File: src/rtl/mgmt_pkg.sv
// mgmt_pkg: shared definitions for the management-bus hub.
//   - Bus widths (MGMT_AW, MGMT_DW).
//   - err_code encodings reported on the hub's err_code output.
//   - Hub FSM state encoding.
//   - Default read-data pattern returned on a bus fault.
//   - Helper that sizes the timeout counter.
package mgmt_pkg;

    localparam int MGMT_AW = 32;
    localparam int MGMT_DW = 32;

    localparam logic [MGMT_DW-1:0] ERR_DATA_DEF = 32'hDEAD_BEEF;

    typedef enum logic [1:0] {
        ERR_NONE    = 2'd0,
        ERR_ACK_TMO = 2'd1,
        ERR_RXE_TMO = 2'd2,
        ERR_COLL    = 2'd3
    } err_code_e;

    typedef enum logic [1:0] {
        ST_IDLE     = 2'd0,
        ST_WAIT_ACK = 2'd1,
        ST_WAIT_RXE = 2'd2,
        ST_ERR_RD   = 2'd3
    } state_e;

    // One spare bit above the largest timeout so the counter can saturate
    // past the terminal value without ever wrapping back to a small count.
    function automatic int cnt_width(input int a, input int b);
        return $clog2((a > b) ? a : b) + 1;
    endfunction

endpackage

File: src/rtl/mgmt_hub_sel.sv
// mgmt_hub_sel: response selector over NSLV slave ports.
//   vld_i   [NSLV]          per-slave valid bits (ack or rxe)
//   dat_i   [NSLV*MGMT_DW]  per-slave data, slave i at [32i+31:32i]
//   any_o                   at least one valid bit set
//   multi_o                 more than one valid bit set (collision)
//   sel_o   [MGMT_DW]       data of the valid slave (OR of all valid
//                           slaves; only meaningful when not multi_o)
module mgmt_hub_sel
    import mgmt_pkg::*;
#(
    parameter int NSLV = 5
) (
    input  logic [NSLV-1:0]         vld_i,
    input  logic [NSLV*MGMT_DW-1:0] dat_i,
    output logic                    any_o,
    output logic                    multi_o,
    output logic [MGMT_DW-1:0]      sel_o
);

    assign any_o = |vld_i;

    // Clearing the lowest set bit leaves something only if two or more were set.
    assign multi_o = (vld_i & (vld_i - NSLV'(1))) != '0;

    always_comb begin
        sel_o = '0;
        for (int i = 0; i < NSLV; i++) begin
            if (vld_i[i]) begin
                sel_o = sel_o | dat_i[i*MGMT_DW +: MGMT_DW];
            end
        end
    end

endmodule

File: src/rtl/mgmt_hub.sv
// mgmt_hub: hub between the core's mgmt master port and NSLV mgmt slaves.
// Merges slave ack/rxe/rxd into one response, tracks the outstanding
// transaction with a small FSM, and completes faulting transactions
// itself (ack timeout, rxe timeout, multi-slave collision) so the core
// never hangs.
//
// Ports:
//   clk, rstn           clock, asynchronous active-low reset
//   mgmt_req/adr/rwn    core request (req held until ack), address, 1=read
//   mgmt_ack            acknowledge to core (combinational in WAIT_ACK)
//   mgmt_rxe/rxd        registered read-data valid / data to core
//   s_ack/s_rxe/s_rxd   per-slave ack, read valid, read data
//   bus_err, err_code   one-cycle fault pulse and fault type
//
// Optional build macro MGMT_HUB_STAT_EN adds:
//   err_cnt [16]        saturating count of bus_err pulses
//   err_adr [32]        address of the most recent faulting transaction
module mgmt_hub
    import mgmt_pkg::*;
#(
    parameter int                 NSLV     = 5,
    parameter int                 ACK_TMO  = 64,
    parameter int                 RXE_TMO  = 256,
    parameter logic [MGMT_DW-1:0] ERR_DATA = ERR_DATA_DEF
) (
    input  logic                    clk,
    input  logic                    rstn,
    input  logic                    mgmt_req,
    input  logic [MGMT_AW-1:0]      mgmt_adr,
    input  logic                    mgmt_rwn,
    output logic                    mgmt_ack,
    output logic                    mgmt_rxe,
    output logic [MGMT_DW-1:0]      mgmt_rxd,
    input  logic [NSLV-1:0]         s_ack,
    input  logic [NSLV-1:0]         s_rxe,
    input  logic [NSLV*MGMT_DW-1:0] s_rxd,
    output logic                    bus_err,
    output logic [1:0]              err_code
`ifdef MGMT_HUB_STAT_EN
    ,
    output logic [15:0]             err_cnt,
    output logic [MGMT_AW-1:0]      err_adr
`endif
);

    localparam int CNT_W = cnt_width(ACK_TMO, RXE_TMO);

    state_e             state_q;
    logic               rwn_q;
    logic [CNT_W-1:0]   cnt_q;
    logic               hold_q;     // first IDLE cycle after a transaction
    logic               rxe_q;
    logic [MGMT_DW-1:0] rxd_q;
    logic               rerr_q;     // fault found in the read-data phase
    err_code_e          rcode_q;

    logic               ack_any, ack_multi, ack_tmo, ack_fault;
    logic               rxe_any, rxe_multi, rxe_tmo, rxe_fault;
    logic [MGMT_DW-1:0] rxe_dat;
    err_code_e          ack_code;
    logic               in_wack, in_wrxe;

    // Ack only needs the one-hot check; the data lanes are unused.
    mgmt_hub_sel #(.NSLV(NSLV)) u_sel_ack (
        .vld_i   (s_ack),
        .dat_i   ('0),
        .any_o   (ack_any),
        .multi_o (ack_multi),
        .sel_o   ()
    );

    mgmt_hub_sel #(.NSLV(NSLV)) u_sel_rxe (
        .vld_i   (s_rxe),
        .dat_i   (s_rxd),
        .any_o   (rxe_any),
        .multi_o (rxe_multi),
        .sel_o   (rxe_dat)
    );

    assign in_wack = (state_q == ST_WAIT_ACK);
    assign in_wrxe = (state_q == ST_WAIT_RXE);

    assign ack_tmo   = in_wack && !ack_any && (cnt_q >= CNT_W'(ACK_TMO - 1));
    assign ack_fault = in_wack && (ack_multi || ack_tmo);
    assign ack_code  = ack_multi ? ERR_COLL : ERR_ACK_TMO;

    assign rxe_tmo   = in_wrxe && !rxe_any && (cnt_q >= CNT_W'(RXE_TMO - 1));
    assign rxe_fault = in_wrxe && (rxe_multi || rxe_tmo);

    // Ack-phase faults are reported in the ack cycle itself; read-phase
    // faults ride along with the registered rxe one cycle later. The two
    // can never coincide because a registered read response always lands
    // in IDLE or ERR_RD.
    assign mgmt_ack = in_wack && (ack_any || ack_tmo);
    assign bus_err  = ack_fault || rerr_q;
    assign err_code = ack_fault ? ack_code : rcode_q;
    assign mgmt_rxe = rxe_q;
    assign mgmt_rxd = rxd_q;

    always_ff @(posedge clk or negedge rstn) begin
        if (!rstn) begin
            state_q <= ST_IDLE;
            rwn_q   <= 1'b0;
            cnt_q   <= '0;
            hold_q  <= 1'b0;
            rxe_q   <= 1'b0;
            rxd_q   <= '0;
            rerr_q  <= 1'b0;
            rcode_q <= ERR_NONE;
        end else begin
            rxe_q   <= 1'b0;
            rerr_q  <= 1'b0;
            rcode_q <= ERR_NONE;
            hold_q  <= 1'b0;
            if (cnt_q != '1) begin
                cnt_q <= cnt_q + CNT_W'(1);
            end

            case (state_q)
                ST_IDLE: begin
                    if (mgmt_req && !hold_q) begin
                        rwn_q   <= mgmt_rwn;
                        cnt_q   <= '0;
                        state_q <= ST_WAIT_ACK;
                    end
                end

                ST_WAIT_ACK: begin
                    if (ack_any || ack_tmo) begin
                        if (!rwn_q) begin
                            state_q <= ST_IDLE;
                            hold_q  <= 1'b1;
                        end else if (ack_fault) begin
                            // Error data leaves on the cycle right after the ack.
                            state_q <= ST_ERR_RD;
                            rxe_q   <= 1'b1;
                            rxd_q   <= ERR_DATA;
                        end else begin
                            state_q <= ST_WAIT_RXE;
                            cnt_q   <= '0;
                        end
                    end
                end

                ST_WAIT_RXE: begin
                    if (rxe_any || rxe_tmo) begin
                        state_q <= ST_IDLE;
                        hold_q  <= 1'b1;
                        rxe_q   <= 1'b1;
                        rxd_q   <= rxe_fault ? ERR_DATA : rxe_dat;
                        if (rxe_fault) begin
                            rerr_q  <= 1'b1;
                            rcode_q <= rxe_multi ? ERR_COLL : ERR_RXE_TMO;
                        end
                    end
                end

                ST_ERR_RD: begin
                    state_q <= ST_IDLE;
                    hold_q  <= 1'b1;
                end

                default: begin
                    state_q <= ST_IDLE;
                end
            endcase
        end
    end

`ifdef MGMT_HUB_STAT_EN
    logic [MGMT_AW-1:0] adr_q;
    logic [15:0]        err_cnt_q;
    logic [MGMT_AW-1:0] err_adr_q;

    // adr_q is stable whenever bus_err fires: the hold cycle blocks a new
    // capture during a registered read-phase fault.
    always_ff @(posedge clk or negedge rstn) begin
        if (!rstn) begin
            adr_q     <= '0;
            err_cnt_q <= '0;
            err_adr_q <= '0;
        end else begin
            if (state_q == ST_IDLE && mgmt_req && !hold_q) begin
                adr_q <= mgmt_adr;
            end
            if (bus_err) begin
                if (err_cnt_q != '1) begin
                    err_cnt_q <= err_cnt_q + 16'd1;
                end
                err_adr_q <= adr_q;
            end
        end
    end

    assign err_cnt = err_cnt_q;
    assign err_adr = err_adr_q;
`else
    logic adr_unused;
    assign adr_unused = ^mgmt_adr;
`endif

endmodule

File: config.mk
export PLATFORM = sky130hd
export DESIGN_NAME = mgmt_hub
export DESIGN_NICKNAME = d
export VERILOG_FILES = /design/src/rtl/mgmt_pkg.sv /design/src/rtl/mgmt_hub_sel.sv /design/src/rtl/mgmt_hub.sv
export SDC_FILE = /design/constraint.sdc
export NUM_CORES = 1
export LEC_CHECK = 0
export BUFFER_PORTS_ARGS = -buffer_cell sky130_fd_sc_hd__buf_4
export CELL_PAD_IN_SITES_DETAIL_PLACEMENT = 0
export CELL_PAD_IN_SITES_GLOBAL_PLACEMENT = 2
export CORE_ASPECT_RATIO = 0.9
export CORE_MARGIN = 1
export CORE_UTILIZATION = 22
export CTS_BUF_LIST = sky130_fd_sc_hd__clkbuf_16
export DETAILED_ROUTE_END_ITERATION = 6
export PLACE_DENSITY = 0.88
export SLEW_MARGIN = 0
export SYNTH_ARGS = -nofsm -noshare
export SYNTH_HDL_FRONTEND = slang
export SYNTH_SLANG_ARGS = --single-unit
File: constraint.sdc
create_clock -name clk -period 2.6 [get_ports clk]
set_clock_uncertainty 0.1 [all_clocks]
set_input_delay 0.13 -clock clk [delete_from_list [all_inputs] [get_ports clk]]
set_output_delay 0.13 -clock clk [all_outputs]
set_load 0.03 [all_outputs]
# --- Yosys cells after proc, flatten, opt, wreduce, memory -nomap -nowiden ---
# Index checks and enable logic that the tools add are counted.
totals:
  output_inout_bits: 37
  ff_bits: 49
op_classes:
  n_mux: 40
  n_bitwise: 6
  reduce_logical: 25
  eq_ne: 9
  add_sub_neg: 3
  order_cmp: 2
op_table:
  columns: ["op", "n"]
  rows:
  - ["32-bit two-way mux", 10]
  - ["32-bit bitwise OR", 4]
  - ["32-bit case mux with 2 select lines", 1]
  - ["9-bit two-way mux", 5]
  - ["2-bit two-way mux", 9]
  - ["9-bit case mux with 2 select lines", 1]
  - ["1-bit two-way mux", 11]
  - ["5-bit AND", 2]
  - ["5-bit nonzero test", 2]
  - ["5-bit OR reduction", 2]
  - ["5-bit by 1-bit subtractor with 5-bit output, second input constant", 2]
  - ["9-bit by 1-bit adder with 9-bit output, second input constant", 1]
  - ["9-bit by 6-bit greater-or-equal comparator with 1-bit output, second input constant", 1]
  - ["9-bit by 8-bit greater-or-equal comparator with 1-bit output, second input constant", 1]
  - ["9-bit inequality test, second input constant", 1]
  - ["1-bit logical AND", 8]
  - ["2-bit case mux with 4 select lines", 1]
  - ["2-bit inequality test, second input constant", 3]
  - ["1-bit logical OR", 5]
  - ["5-bit AND reduction", 1]
  - ["2-bit equality test, second input constant", 2]
  - ["2-bit by 1-bit inequality test with 1-bit output, second input constant", 2]
  - ["1-bit zero test", 3]
  - ["1-bit case mux with 3 select lines", 1]
  - ["6 further kinds", 6]

# --- Longest topological paths before layout ---
# Gate-level depths: netlist (run 1).
depth:
  word_depth: 12
  mapped_depth: 8
  depth_no_buf: 7

# --- Cells and area by module ---
# From an unflattened synthesis (run 1), not the netlist that was laid out.
hier_totals:
  cells_unflattened: 494
  area_unflattened_um2: 4234.1
modules_own_cells:
  columns: ["mod", "n_inst", "area_per_inst_um2", "cells_each"]
  rows:
  - ["mgmt_hub", 1, 2459.9, 250]
  - ["mgmt_hub_sel", 2, 887.1, 122]

# --- Worst setup path before layout (run 1) ---
# No wires, ideal clock.
synth_path:
  kind: "register to register"
  from: "register cnt_q[0]"
  to: "register rxd_q[10], in the netlist mgmt_rxd[10]"
  arrival_time_ns: 2.145
  setup_slack_ns: 0.230
  t_required_ns: 2.375
  path_stages_with_launch: 8
  setup_ns: 0.125
  n_path_buf: 1
  cell_sequence: "dfrtp_1 -> ha_1 -> a21o_1 -> a2111o_1 -> a41oi_2 -> a21oi_4 -> buf_6 -> mux2_4"
synth_between:
  elab_chain_len: 7
  word_cells_on_any_way: 17
  classes_between: "2 x order compare; 3 x eq/ne; 3 x mux; 9 x reduce/logical"
synth_lines:
  columns: ["element", "line_no", "source"]
  rows:
  - ["from (decl)", "mgmt_hub.sv:50", "logic [CNT_W-1:0] cnt_q;"]
  - ["from (signal assigned)", "mgmt_hub.sv:116", "cnt_q <= cnt_q + CNT_W'(1);"]
  - ["9-bit by 8-bit greater-or-equal comparator with 1-bit output", "mgmt_hub.sv:87", "assign rxe_tmo = in_wrxe && !rxe_any && (cnt_q >= CNT_W'(RXE_TMO - 1));"]
  - ["1-bit logical AND", "mgmt_hub.sv:87", null]
  - ["1-bit logical OR", "mgmt_hub.sv:88", "assign rxe_fault = in_wrxe && (rxe_multi || rxe_tmo);"]
  - ["1-bit logical AND", "mgmt_hub.sv:88", null]
  - ["32-bit two-way mux", "mgmt_hub.sv:150", "rxd_q <= rxe_fault ? ERR_DATA : rxe_dat;"]
  - ["32-bit two-way mux", "mgmt_hub.sv:146", "if (rxe_any || rxe_tmo) begin"]
  - ["32-bit case mux with 2 select lines", "mgmt_hub.sv:119", "case (state_q)"]
  - ["to (signal assigned)", "mgmt_hub.sv:150", null]
  - ["to (decl)", "mgmt_hub.sv:53", "logic [MGMT_DW-1:0] rxd_q;"]
# Several ways; a longest one is shown, not always the timed one. The select of a mux whose other input is x is not followed.
# A chain may end at the register's enable or synchronous reset.

# --- Final worst setup path (run 1) ---
layout_path:
  from: "register cnt_q[1]"
  to: "output err_code[1]"
layout_between:
  elab_chain_len: 5
layout_lines:
  columns: ["element", "line_no", "source"]
  rows:
  - ["9-bit by 6-bit greater-or-equal comparator with 1-bit output", "mgmt_hub.sv:83", "assign ack_tmo = in_wack && !ack_any && (cnt_q >= CNT_W'(ACK_TMO - 1));"]
  - ["1-bit logical AND", "mgmt_hub.sv:83", null]
  - ["1-bit logical OR", "mgmt_hub.sv:84", "assign ack_fault = in_wack && (ack_multi || ack_tmo);"]
  - ["1-bit logical AND", "mgmt_hub.sv:84", null]
  - ["2-bit two-way mux", "mgmt_hub.sv:96", "assign err_code = ack_fault ? ack_code : rcode_q;"]
  - ["to (decl)", "mgmt_hub.sv:38", "output logic [1:0] err_code"]
# Every way passes these cells.

==> results by group, run 1 <==
Clock network
  • Clock Sink Count: between 40 and 50
  • Clock-pin slew on the worst setup and hold paths: around 70 ps
  • Worst-skew pair later-pin latency: 290 ps
  • Root buffer cell: clkbuf_16
  • H-tree depth: 2
  • CTS Buffer Depth: 2
  • Inserted Clock Buffers: 5
  • CTS tree: done

Logic synthesis
  • Mapped cell area: 3190 um2
  • Post-synth top cells: 48 x dfrtp_1, 32 x a222oi_1, 32 x a22oi_1, 30 x mux2_4, 24 x nand3_1
  • Mapped Nets: 501
  • Syn Inst Count: 290
  • Synth area leader: dfrtp_1
  • Warnings from Yosys: 0
  • Register bit total from synthesis: 48
  • Yosys cell types: 45
  • Post-synth top area share: 0.376
  • Ys async rst share: 1.00
  • Synth top area cells: dfrtp_1 38%, mux2_4 14%, a222oi_1 10%
  • Most frequent cell after synthesis: dfrtp_1
  • Ys flop type: dfrtp_1
  • Number of synthesized flops with an enable pin: 0
  • Avg Synthesized Cell Area: 11.0 um2
  • Sequential area share after synthesis: 0.376

Floorplan
  • Initial Util: 0.226
  • DIE AREA: 15000 um2
  • Core box area: 14100 um2
  • Die width: between 100 and 150 um
  • Row count: a little over 40
  • I/O Pins: 243
  • Die Y: 116 um

Placed design
  • IO Port Bufs: 210
  • DP Wirelength: 9220 um
  • Gpl congestion: 0.796
  • Dpl cell area: approximately 5000 um2

GRT
  • First-pass GRT wire length: 18100 um
  • Initial antenna violation count: 0
  • Maximum number of pins on one net before global-route repair: 49
  • Total GRT Usage: 0.158
  • Congestion Overflow GR: 0
  • Vias in the first global route: around 3500

Routing
  • Remaining DRCs: 0
  • Drt first pass iters: 6
  • Vias per std cell: 4.97
  • Routed len/inst: approximately 18 um
  • DRT iter0 DRCs: 277
  • DR vias: 3429
  • Final WL: 12100 um
  • Antenna viol nets, final: 0

Setup path
  • Critical path class: register to output port
  • Critical path arrival: 2230 ps
  • CP required: 2370 ps
  • Critical path capture point type: output port
  • Startpoint Class: register
  • Largest fanout on the critical path: 3
  • CP startpoint: cnt_q[1]$_DFF_PN0_
  • R2R Path Start: state_q[1]$_DFFE_PN0P_

Layout
  • Finished Cell Area: 5240 um2
  • Final nets: 707
  • Fillers: 1425
  • # diodes: 0
  • Area of the multi-input gates: 1840 um2
  • Share of layout cells above drive strength 1: 0.553
  • Final core utilization: 0.372
  • P&R area growth vs syn: 64.1%
  • Reg area: between 1000 and 1500 um2

STA
  • Slew headroom: 0.581
  • Final hold violations: 0
  • Pins over their slew limit: 0
  • Fin crit period: ~2500 ps
  • Setup TNS: 0 ps
  • Period utilization: 0.945
  • Slew @ Worst Pin: 628 ps
  • Fmax: 407 MHz
  • Final setup violating endpoints: 0
  • RSZ-0062 raised after global routing: false

Run status
  • Status: finished clean

Power and ir drop
  • Peak supply drop: around 0.00034 V
  • P per Cell Area: 622 nW/um2
  • Leak pwr: around 2.4 nW

Min path
  • Launch point of the worst hold path: s_rxd[105]
  • Tightest Hold Check Type: input pin to register

Flow run
  • Max-cap violations: 0
[power by group]
| part | internal, W | switching [W] |
|---|---|---|
| Sequential | 0.000854 | 0.0000759 |
| Clock | 0.000555 | 0.000300 |
| Combinational | 0.000725 | 0.000753 |
[stage by stage]
step / worst slack, ps / hold WS (ps) / total power, W / std cells
4_1_cts: 16.6 / 96.7 / 0.00329 / 689
6_report: 144 / 105 / 0.00326 / 690
5_1_grt: 37.8 / 119 / 0.00346 / 690
3_3_place_gp: 204 / 88.5 / 0.00239 / 679
2_1_floorplan: 230 / -266 / 0.00184 / 290
3_5_place_dp: 191 / 104 / 0.00241 / 679
[metal layers]
metal | wire, um | global-route usage
met1 | 5040 | 0.188
met4 | 114 | 0.0282
met3 | 721 | 0.0380
met5 | 0 | 0
met2 | 6260 | 0.291
[path summary, 6_finish.rpt]
check / endpoint / slack (ps) / depth (start not counted)
worst min register to register: mgmt_rxd[0]$_DFFE_PN0P_ / 410 / 1
worst max register to register: mgmt_rxd[0]$_DFFE_PN0P_ / 210 / 8
worst min-delay path: mgmt_rxd[9]$_DFFE_PN0P_ / 100 / 4
min in group asynchronous: rwn_q$_DFFE_PN0P_ / 310 / 2
worst max-delay path: err_code[1] / 140 / 8
max in group asynchronous: mgmt_rxd[21]$_DFFE_PN0P_ / 1670 / 2
[cell families (layout without fill, tap and decap cells)]
logic type               Yosys count  after routing  synth area share
flip-flops                        48             48             0.376
AO/OA/AOI/OAI                    100            100             0.268
buffers and inverters             34            241            0.0490
AND/OR/NAND/NOR                   58             58             0.100
adder cells (fa/ha/maj)            7              7            0.0259
XOR/XNOR                           7              7            0.0192
multiplexers                      36             36             0.161
[layout by cell type, fill, tap and decap left out, types with 3 or more instances in the layout]
cell / instances
buf_12: 3
mux2_4: 30
a2111o_1: 4
nand2b_1: 3
nand2_1: 8
a22oi_1: 32
a222oi_1: 32
buf_4: 221
inv_1: 7
dfrtp_1: 48
nand3_1: 24
mux2_2: 4
a21boi_0: 9
ha_1: 5
nand4_1: 4
clkbuf_16: 5
xor2_1: 6
nor2_1: 8
a21oi_1: 5
[flip-flops by register name, summed over array words and instances (netlist names)]
signal,count
cnt_q,9
hold_q,1
mgmt_rxd,32
mgmt_rxe,1
rcode_q,2
rwn_q,1
state_q,2
[critical path, cell delays in order (launching register included)]
cell and delay [ps]:
dfrtp_1 400, ha_1 200, a21o_1 180, a2111o_1 410, buf_4 160, a21o_2 220
a21oi_2 150, a21oi_1 60, buf_4 160
[cell type report]
class,instances,area share
flip-flops and latches,48,0.229
clock inverters,3,0.0131
repair buffers,226,0.332
multi-input cells,208,0.351
clock buffers,5,0.0239
well taps,193,0.0461
inverters,7,0.00501
[what timing repair did]
item / in CTS / in global routing
setup buffers: 0 / 1
endpoints found under the setup margin: 0 / 2
hold endpoints to repair: 49 / 0
gates resized for setup: 0 / 1
hold buffers: 2 / 0
Note: power is estimated with default switching activity, not from simulation.
==> inputs of run 2 (changes only) <==
ABC_CLOCK_PERIOD_IN_PS = 2600   (was unset)
BUFFER_PORTS_ARGS = -buffer_cell sky130_fd_sc_hd__buf_2   (was -buffer_cell sky130_fd_sc_hd__buf_4)
==> results by group, run 2 (synthesis gave the netlist of run 1 again) <==
Floorplan
  • I/O Pins: 243
  • Die width: about 130 um
  • DIE AREA: 15000 um2
  • Row count: 41
  • Die Y: around 120 um
  • Initial Util: 0.226
  • Core box area: 14100 um2

Placed design
  • IO Port Bufs: 210
  • Gpl congestion: 0.801
  • Placed cells: approximately 680
  • DP Wirelength: 8790 um

Power and ir drop
  • Peak supply drop: 0.000298 V
  • Flop pwr share: 0.296
  • Clock share of power: 0.270
  • Leak pwr: 2.17 nW
  • Switching Power: 0.00111 W
  • Combinational Power Share: 0.434
  • P per Cell Area: 665 nW/um2
  • Switching Fraction: 0.355
  • Internal power: 0.00202 W

Min path
  • Tightest Hold Check Type: input pin to register
  • Launch point of the worst hold path: s_rxd[107]

Routing
  • Wire length on met1: 4770 um
  • DR WL met2: 5690 um
  • Wire length on met3: 856 um
  • Remaining DRCs: 0
  • Routed len/inst: 16.6 um
  • Antenna viol nets, final: 0
  • DR vias: about 3400
  • Vias per std cell: between 4 and 5
  • Drt first pass iters: 6
  • Top layer in use: met4
  • DRT iter0 DRCs: 385
  • Final WL: 11500 um

GRT
  • Maximum number of pins on one net before global-route repair: slightly below 50
  • Congestion Overflow GR: 0
  • Initial antenna violation count: 3
  • Vias in the first global route: 3228
  • Total GRT Usage: 0.147
  • First-pass GRT wire length: 17000 um

STA
  • Period utilization: 0.934
  • Slew @ Worst Pin: 1120 ps
  • RSZ-0062 raised after global routing: false
  • Final hold violations: 0
  • Setup TNS: 0 ps
  • Slew headroom: 0.256
  • Pins over their slew limit: 0
  • Fmax: 412 MHz
  • Final setup violating endpoints: 0
  • Fin crit period: 2430 ps

Setup path
  • Worst-path cell chain: ha_1, a21o_1, a2111o_1, a21o_2, a21oi_1, a21oi_1, buf_2
  • Buffers & Inverters on Critical Path: 1
  • CP startpoint: cnt_q[0]$_DFF_PN0_
  • CP required: between 2000 and 2500 ps
  • Max stage delay on crit path: 490 ps
  • Critical path capture point type: output port
  • R2R Path Start: cnt_q[0]$_DFF_PN0_
  • Largest fanout on the critical path: 4
  • Critical path class: register to output port
  • Critical path arrival: roughly 2200 ps
  • Crit-path slowest cell: a2111o_1
  • Crit-path most repeated cell: a21oi_1
  • Crit path max-delay family: compound AO/OA/AOI/OAI gates
  • Startpoint Class: register

Clock network
  • Setup Fix Bufs, Post-CTS: 0
  • Inserted Clock Buffers: 5
  • Clock Sink Count: between 40 and 50
  • Worst-skew pair later-pin latency: about 280 ps
  • H-tree depth: 2
  • CTS Buffer Depth: 2
  • CTS tree: done
  • Clock-pin slew on the worst setup and hold paths: 70 ps
  • Root buffer cell: clkbuf_16

Layout
  • P&R area growth vs syn: 47.5%
  • Most frequent cells in the layout: 210 x buf_2, 48 x dfrtp_1, 32 x a222oi_1, 32 x a22oi_1, 30 x mux2_4
  • Most common cell after layout, fill and taps aside: buf_2
  • Max FFs per register: 32
  • Share of layout cells above drive strength 1: 0.550
  • Final nets: ~700
  • Post-Layout Cell Count: 691

Flow run
  • Max-cap violations: 0

Run status
  • Status: finished clean
run 2: changes by cell type in the layout (fill, tap and decap cells not counted), sizes merged:
cell   delta
diode     +2
buf       -1
run 2: worst register-to-register path, stage by stage, from the launching register on:
cell and delay [ps]:
dfrtp_1 380, ha_1 210, a21o_1 180, a2111o_1 490, a41oi_2 330, a21oi_4 130
buf_12 180, mux2_4 310
run 2: what timing repair did:
action / in CTS / in global routing
hold buffers: 2 / 0
resized for setup: 0 / 0
endpoints found under the hold margin: 31 / 0
run 2: per-layer routing:
layer / track usage / vias up
met5: 0 / -
met4: 0.0353 / 0
met3: 0.0353 / 14
met2: 0.261 / 180
met1: 0.181 / 1654
li1: - / 1594
run 2: area by class of cell:
type	count	area [um2]
Tap cell	193	241
Clock buffer	5	125
Inverter	7	26.3
Multi-Input combinational cell	208	1840
Fill cell	1454	9400
Sequential cell	48	1200
Timing Repair Buffer	225	1210
Clock inverter	3	68.8
Antenna cell	2	5.00
run 2: per-stage QoR:
stage | power [W] | hold WS, ps | utilization | cell area (um2) | setup slack (ps)
global placement | 0.00228 | 281 | 0.318 | 4490 | 205
finish | 0.00313 | 109 | 0.334 | 4710 | 173
detailed placement | 0.00231 | 278 | 0.318 | 4490 | 184
CTS | 0.00318 | 102 | 0.333 | 4700 | 146
global route | 0.00332 | 114 | 0.334 | 4710 | 30.6
floorplan | 0.00184 | -266 | - | 3190 | 230
run 2: worst paths after layout:
check / end / slack [ps] / cells past startpoint
max in group asynchronous: mgmt_rxd[16]$_DFFE_PN0P_ / 1180 / 2
setup reg to reg: mgmt_rxd[27]$_DFFE_PN0P_ / 180 / 7
hold reg to reg: mgmt_rxd[1]$_DFFE_PN0P_ / 410 / 1
min in group asynchronous: rwn_q$_DFFE_PN0P_ / 530 / 2
setup / recovery: err_code[1] / 170 / 7
hold / removal: mgmt_rxd[11]$_DFFE_PN0P_ / 110 / 4
run 2: power groups by stage:
stage               logic, W  registers, W  clock network (W)
CTS                  0.00138      0.000926           0.000876
global route         0.00148      0.000939           0.000899
finish               0.00136      0.000926           0.000846
global placement     0.00134      0.000935                  0
detailed placement   0.00137      0.000940                  0
floorplan           0.000829       0.00101                  0
